`src/rtl/vga_pixel_fetch_if.sv`:
```
// Pixel fetch bundle: timing-generator strobes, pixel memory read port and VGA pixel output.
// master = fetch engine side, slave = the surrounding timing/memory/display logic.
interface vga_pixel_fetch_if #(
  parameter int ADDR_W = 19
);
  logic              frame_start;
  logic              pix_rd;
  logic              mem_req;
  logic [ADDR_W-1:0] mem_addr;
  logic              mem_ack;
  logic [7:0]        mem_data;
  logic [7:0]        rgb;
  logic              underflow;

  modport master (
    input  frame_start, pix_rd, mem_ack, mem_data,
    output mem_req, mem_addr, rgb, underflow
  );

  modport slave (
    output frame_start, pix_rd, mem_ack, mem_data,
    input  mem_req, mem_addr, rgb, underflow
  );
endinterface

```
`src/rtl/vga_pixel_fetch.sv`:
```
// Prefetches frame pixels from memory into a small FIFO and feeds one registered RGB byte per pix_rd (1 clk).
// One read outstanding at a time, issued only while the FIFO has room; an empty FIFO on pix_rd outputs black and sets sticky underflow.
module vga_pixel_fetch #(
  parameter int FIFO_DEPTH   = 16,
  parameter int FRAME_PIXELS = 307200,
  parameter int ADDR_W       = 19
) (
  input  logic            clk50MHz,
  input  logic            rst,
  vga_pixel_fetch_if.master bus
);

  localparam int                PTR_W     = $clog2(FIFO_DEPTH);
  localparam int                CNT_W     = PTR_W + 1;
  localparam logic [CNT_W-1:0]  DEPTH_C   = CNT_W'(FIFO_DEPTH);
  localparam logic [ADDR_W-1:0] LAST_ADDR = ADDR_W'(FRAME_PIXELS - 1);

  typedef enum logic {IDLE = 1'b0, REQ = 1'b1} state_e;

  state_e            state_q, state_d;
  logic [ADDR_W-1:0] mem_addr_q, mem_addr_d;
  logic [CNT_W-1:0]  count_q, count_d;
  logic [PTR_W-1:0]  wr_ptr_q, wr_ptr_d;
  logic [PTR_W-1:0]  rd_ptr_q, rd_ptr_d;
  logic [7:0]        rgb_q, rgb_d;
  logic              underflow_q, underflow_d;
  logic [7:0]        fifo_q [FIFO_DEPTH];
  logic [7:0]        fifo_d [FIFO_DEPTH];

  logic push;
  logic pop;
  logic empty;

  // frame_start overrides everything: a same-cycle ack or strobe is dropped.
  assign empty = (count_q == '0);
  assign push  = (state_q == REQ) && bus.mem_ack && !bus.frame_start;
  assign pop   = bus.pix_rd && !empty && !bus.frame_start;

  always_ff @(posedge clk50MHz) begin
    if (!rst) begin
      state_q <= IDLE;
    end else begin
      state_q <= state_d;
    end
  end

  always_comb begin
    state_d = state_q;
    if (bus.frame_start) begin
      state_d = IDLE;
    end else begin
      case (state_q)
        IDLE:    if (count_q < DEPTH_C) state_d = REQ;
        REQ:     if (bus.mem_ack)       state_d = IDLE;
        default: state_d = IDLE;
      endcase
    end
  end

  always_comb begin
    bus.mem_req = (state_q == REQ);
  end

  always_comb begin
    mem_addr_d  = mem_addr_q;
    wr_ptr_d    = wr_ptr_q;
    rd_ptr_d    = rd_ptr_q;
    count_d     = count_q;
    underflow_d = underflow_q;
    rgb_d       = pop ? fifo_q[rd_ptr_q] : 8'h00;

    if (bus.frame_start) begin
      mem_addr_d  = '0;
      wr_ptr_d    = '0;
      rd_ptr_d    = '0;
      count_d     = '0;
      underflow_d = 1'b0;
    end else begin
      if (push) begin
        mem_addr_d = (mem_addr_q == LAST_ADDR) ? '0 : mem_addr_q + 1'b1;
        wr_ptr_d   = wr_ptr_q + 1'b1;
      end
      if (pop) begin
        rd_ptr_d = rd_ptr_q + 1'b1;
      end
      if (push && !pop) begin
        count_d = count_q + 1'b1;
      end else if (pop && !push) begin
        count_d = count_q - 1'b1;
      end
      if (bus.pix_rd && empty) begin
        underflow_d = 1'b1;
      end
    end
  end

  always_comb begin
    fifo_d = fifo_q;
    if (push) begin
      fifo_d[wr_ptr_q] = bus.mem_data;
    end
  end

  always_ff @(posedge clk50MHz) begin
    if (!rst) begin
      mem_addr_q  <= '0;
      wr_ptr_q    <= '0;
      rd_ptr_q    <= '0;
      count_q     <= '0;
      rgb_q       <= 8'h00;
      underflow_q <= 1'b0;
    end else begin
      mem_addr_q  <= mem_addr_d;
      wr_ptr_q    <= wr_ptr_d;
      rd_ptr_q    <= rd_ptr_d;
      count_q     <= count_d;
      rgb_q       <= rgb_d;
      underflow_q <= underflow_d;
    end
  end

  // Storage needs no reset: validity is tracked by count and pointers.
  always_ff @(posedge clk50MHz) begin
    fifo_q <= fifo_d;
  end

  assign bus.mem_addr  = mem_addr_q;
  assign bus.rgb       = rgb_q;
  assign bus.underflow = underflow_q;

endmodule
```
`src/flat_wrapper.sv`:
```
// flat-port wrapper written by rule: the top's interface ports become plain ports
module vga_pixel_fetch_flat 
#(
  parameter int FIFO_DEPTH   = 16,
  parameter int FRAME_PIXELS = 307200,
  parameter int ADDR_W       = 19
)
  (clk50MHz, rst, bus_frame_start, bus_pix_rd, bus_mem_ack, bus_mem_data, bus_mem_req, bus_mem_addr, bus_rgb, bus_underflow);
  vga_pixel_fetch_if #(.ADDR_W(ADDR_W)) bus_i ();
  input  logic clk50MHz;
  input  logic rst;
  input wire logic [$bits(bus_i.frame_start)-1:0] bus_frame_start;
  input wire logic [$bits(bus_i.pix_rd)-1:0] bus_pix_rd;
  input wire logic [$bits(bus_i.mem_ack)-1:0] bus_mem_ack;
  input wire logic [$bits(bus_i.mem_data)-1:0] bus_mem_data;
  output wire logic [$bits(bus_i.mem_req)-1:0] bus_mem_req;
  output wire logic [$bits(bus_i.mem_addr)-1:0] bus_mem_addr;
  output wire logic [$bits(bus_i.rgb)-1:0] bus_rgb;
  output wire logic [$bits(bus_i.underflow)-1:0] bus_underflow;
  assign bus_i.frame_start = bus_frame_start;
  assign bus_i.pix_rd = bus_pix_rd;
  assign bus_i.mem_ack = bus_mem_ack;
  assign bus_i.mem_data = bus_mem_data;
  assign bus_mem_req = bus_i.mem_req;
  assign bus_mem_addr = bus_i.mem_addr;
  assign bus_rgb = bus_i.rgb;
  assign bus_underflow = bus_i.underflow;
  vga_pixel_fetch #(.FIFO_DEPTH(FIFO_DEPTH), .FRAME_PIXELS(FRAME_PIXELS), .ADDR_W(ADDR_W)) u_core (.clk50MHz(clk50MHz), .rst(rst), .bus(bus_i));
endmodule
```
`config.mk`:
```
export PLATFORM = sky130hd
export DESIGN_NAME = vga_pixel_fetch_flat
export DESIGN_NICKNAME = d
export VERILOG_FILES = /design/src/rtl/vga_pixel_fetch_if.sv /design/src/rtl/vga_pixel_fetch.sv /design/src/flat_wrapper.sv
export SDC_FILE = /design/constraint.sdc
export NUM_CORES = 1
export LEC_CHECK = 0
export ABC_AREA = 1
export BUFFER_PORTS_ARGS = -buffer_cell sky130_fd_sc_hd__buf_2
export CAP_MARGIN = 20
export CELL_PAD_IN_SITES_DETAIL_PLACEMENT = 0
export CELL_PAD_IN_SITES_GLOBAL_PLACEMENT = 1
export CORE_ASPECT_RATIO = 0.6
export CORE_MARGIN = 2
export CORE_UTILIZATION = 30
export CTS_BUF_LIST = sky130_fd_sc_hd__clkbuf_8
export CTS_CLUSTER_DIAMETER = 80
export DETAILED_ROUTE_END_ITERATION = 8
export PLACE_DENSITY = 0.6
export SLEW_MARGIN = 20
export SYNTH_ARGS = -nofsm -noshare
export SYNTH_HDL_FRONTEND = slang
export SYNTH_SLANG_ARGS = --single-unit
```
`constraint.sdc`:
```
create_clock -name clk50MHz -period 2.8 [get_ports clk50MHz]
set_input_delay 0.56 -clock clk50MHz [delete_from_list [all_inputs] [get_ports clk50MHz]]
set_output_delay 0.56 -clock clk50MHz [all_outputs]
set_load 0.01 [all_outputs]
```
==> results.rst <==
.. list-table::
   :header-rows: 1

   * - Metric
     - Value
   * - Number of enable flip-flop cells after synthesis
     - 128
   * - CTS Buffer Depth
     - 2
   * - R2R depth
     - 11
   * - Vias in the first global route
     - 4,782
   * - Worst Setup Slack post-DPL
     - 490.8 ps
   * - Leading cell types by total area after synthesis
     - sky130_fd_sc_hd__edfxtp_1 52%, sky130_fd_sc_hd__dfxtp_1 11%, sky130_fd_sc_hd__nand2_1 7.4%, sky130_fd_sc_hd__nor2_1 6.3%, sky130_fd_sc_hd__nand3_1 3.6%
   * - Post-cts gate resize count
     - 0
   * - Congestion Overflow GR
     - 0
   * - Count of H-tree levels built during CTS
     - 4
   * - Vertical die dimension
     - 125.1 µm
   * - Max Clk Rate
     - 458.4 MHz
   * - Class of the worst hold path
     - in -> reg
   * - Number of nets in the synthesized netlist
     - 749
   * - Max-cap violations
     - 0
   * - Router iterations before antenna repair
     - 5
   * - Type of the setup path with the least slack
     - reg -> reg
   * - Fraction of registers with async set or reset after synthesis
     - 0
   * - Initial Util
     - 0.3041
   * - Worst hold stages
     - 3
   * - CTS Buf Count
     - 17
   * - Area growth syn-to-layout
     - 13.84%
   * - Routability congestion estimate from global placement
     - 0.8494
   * - GRT Resource Usage Total
     - 0.1515
   * - Instance count of the mapped netlist
     - between 700 and 800
   * - Hold-fix buffer count after cts
     - 0
   * - Via count normalized by instance count
     - between 4 and 5
   * - HPWL Detailed
     - ~12,000 µm
   * - Transition at the pin with the smallest max-transition slack
     - between 800 and 900 ps
   * - Post-synthesis area per instance
     - 10.11 µm²
   * - Latest clock arrival within the worst-skew pair
     - ~460 ps
   * - Crit path DAT
     - 2580 ps
   * - Post-CTS setup buffer count
     - 0
   * - Number of antenna violations at the first check in global routing
     - 0
   * - TritonCTS clock tree
     - yes
   * - Number of register bits inferred by synthesis
     - 170
   * - Synth area leader
     - sky130_fd_sc_hd__edfxtp_1
   * - Warnings, synthesis
     - 0
   * - Syn Std Cell Area
     - 7332 µm²
   * - Number of sinks driven by the clock tree
     - 170
   * - Endpoint class of the critical path
     - register
   * - Count of unique library cells instantiated by Yosys
     - 37
   * - Placeable core area
     - 24,110 µm²
   * - Setup repair after global routing missed its margin
     - false
   * - Row cnt
     - 44
   * - Share of post-route cells with drive strength above 1
     - 0.1396
   * - Share of the clock period used by the worst path after layout
     - 0.7790
   * - Final worst path period need
     - 2181 ps
   * - Total cell area at the placement stage
     - 7956 µm²
   * - Count of final max-slew check failures
     - 0
   * - Final Routed Wirelength
     - about 19,000 µm
   * - Largest fanout of any net on the critical path
     - 6
   * - Crit path required time
     - 3190 ps
   * - Clk slew on worst S/H paths
     - 90 ps
   * - Count of endpoints failing hold in the final timing report
     - 0
   * - Count of nets after finishing
     - 806
   * - Post-layout power
     - 0.004604 W
   * - Setup TNS after final layout
     - 0 ps
   * - Count of port buffers added during placement
     - between 40 and 50
   * - Clk Tree Root Cell
     - sky130_fd_sc_hd__clkbuf_8
   * - Worst setup slack after layout
     - 618.7 ps
   * - Post-synthesis sequential area ratio
     - 0.6389
   * - Largest net degree at the start of global routing
     - 85
   * - DRC violation count after routing
     - 0
   * - Count of antenna-violating nets left after detailed routing
     - 0
   * - LEAKAGE
     - 3.058 nW
   * - Average wire per standard cell
     - 16.72 µm
   * - Final design instance area without fill
     - 8347 µm²
   * - Global-route wire length before repair
     - 28,920 µm
   * - Antenna diode count
     - 0
   * - Count of vias placed by the detailed router
     - 5,042
   * - Die span in x
     - 205.8 µm
   * - Final setup fails
     - 0
   * - Startpoint types
     - register
   * - Post-Route Skew
     - 14.44 ps
   * - I/O pins
     - 42
   * - 1st-iter DRT viols
     - 357
   * - Share of the synthesized area in the top cell type
     - 0.5242
   * - Leading register cell type out of synthesis
     - sky130_fd_sc_hd__edfxtp_1
   * - Result of the run
     - finished, final reports clean
   * - Worst-case headroom to the max-slew limit
     - 0.4300
   * - PwrDens
     - 551.6 nW/µm²
   * - Die area
     - 25,750 µm²
   * - Highest ir drop seen on vdd
     - 272.4 µV
-- path summary, 6_finish.rpt --
check	to	slack, ps	startpoint
max reg2reg	u_core.count_q[4]	620	u_core.count_q[1]
min reg2reg	u_core.bus.underflow	460	u_core.bus.underflow
max	u_core.count_q[4]	620	u_core.count_q[1]
min	u_core.bus.underflow	440	bus_pix_rd
-- placed cells by master (no fill, tap or decap), drive strengths merged, types with 2 or more instances in the layout --
master / synthesis / layout
nand2: 149 / 149
nor2: 130 / 130
edfxtp: 128 / 128
buf: 22 / 66
inv: 58 / 64
nand3: 54 / 54
o21ai: 50 / 50
dfxtp: 42 / 42
a21oi: 33 / 33
clkbuf: 6 / 20
xor2: 10 / 10
o211ai: 10 / 10
ha: 10 / 10
nand4: 7 / 7
nand3b: 3 / 3
clkinvlp: 0 / 3
clkinv: 1 / 3
nor3: 2 / 2
and2: 2 / 2
-- cell families after synthesis --
| kind of cell | synth area share |
|---|---|
| and+or+nand+nor | 0.2000 |
| AOI/OAI and AO/OA | 0.07099 |
| DFF | 0.6389 |
| buffers and inverters | 0.05717 |
| adders and majority gates | 0.01980 |
| xor gates and xnor gates | 0.01314 |
-- through the flow --
stage / hold slack (ps) / utilization / std cells
floorplan: 467.1 / - / 725
global placement: 440.5 / 0.3300 / 1085
detailed placement: 446.9 / 0.3300 / 1085
CTS: 402.8 / 0.3462 / 1117
global route: 410.6 / 0.3462 / 1117
finish: 435.2 / 0.3462 / 1117
-- critical path, stage by stage (launching register included) --
cell and delay (ps):
sky130_fd_sc_hd__dfxtp_1 360, sky130_fd_sc_hd__nor2_1 190, sky130_fd_sc_hd__nand3_1 120, sky130_fd_sc_hd__nand3_1 200, sky130_fd_sc_hd__ha_1 230, sky130_fd_sc_hd__inv_1 110, sky130_fd_sc_hd__fa_1 420, sky130_fd_sc_hd__nand3_1 100
sky130_fd_sc_hd__nand2_1 70, sky130_fd_sc_hd__xor2_1 130, sky130_fd_sc_hd__nand2_1 70, sky130_fd_sc_hd__a21oi_1 120
-- synth_stat cells (all sizes together), types with 2 or more instances --
cell type,count
xor2,10
nor2,130
nand4,7
a21oi,33
inv,58
dfxtp,42
nand3,54
buf,22
o211ai,10
nand2,149
ha,10
nor3,2
edfxtp,128
o21ai,50
and2,2
nand3b,3
clkbuf,6
-- flip-flops by register name (all words and copies together) (netlist names) --
register              count
u_core.count_q            5
u_core.bus.mem_addr      19
u_core.bus.rgb            8
u_core.fifo_q           128
u_core.bus.mem_req        1
u_core.wr_ptr_q           4
u_core.rd_ptr_q           4
u_core.bus.underflow      1
-- report_power, final --
group	internal, W	switching (W)	total, W
Sequential	0.00271	0.00000574	0.00272
Combinational	0.0000471	0.000118	0.000165
Clock	0.000785	0.000938	0.00172
Total	0.00354	0.00106	0.00460
-- routing by layer --
layer  global-route usage  part of all wire
met5                    0                 0
met4              0.03277            0.0053
met3              0.03624             0.045
met2               0.1975              0.39
met1               0.2468              0.56
-- layout make-up --
cell class              count  area, µm²
clock buffers              20      275.3
clock inverters            12      115.1
fillers                  2492      15770
inverters                  59      221.5
multi-input cells         468       2228
flip-flops and latches    170       4686
well taps                 322      402.9
repair buffers             66      417.9
Power figures use the tool's default switching activity.
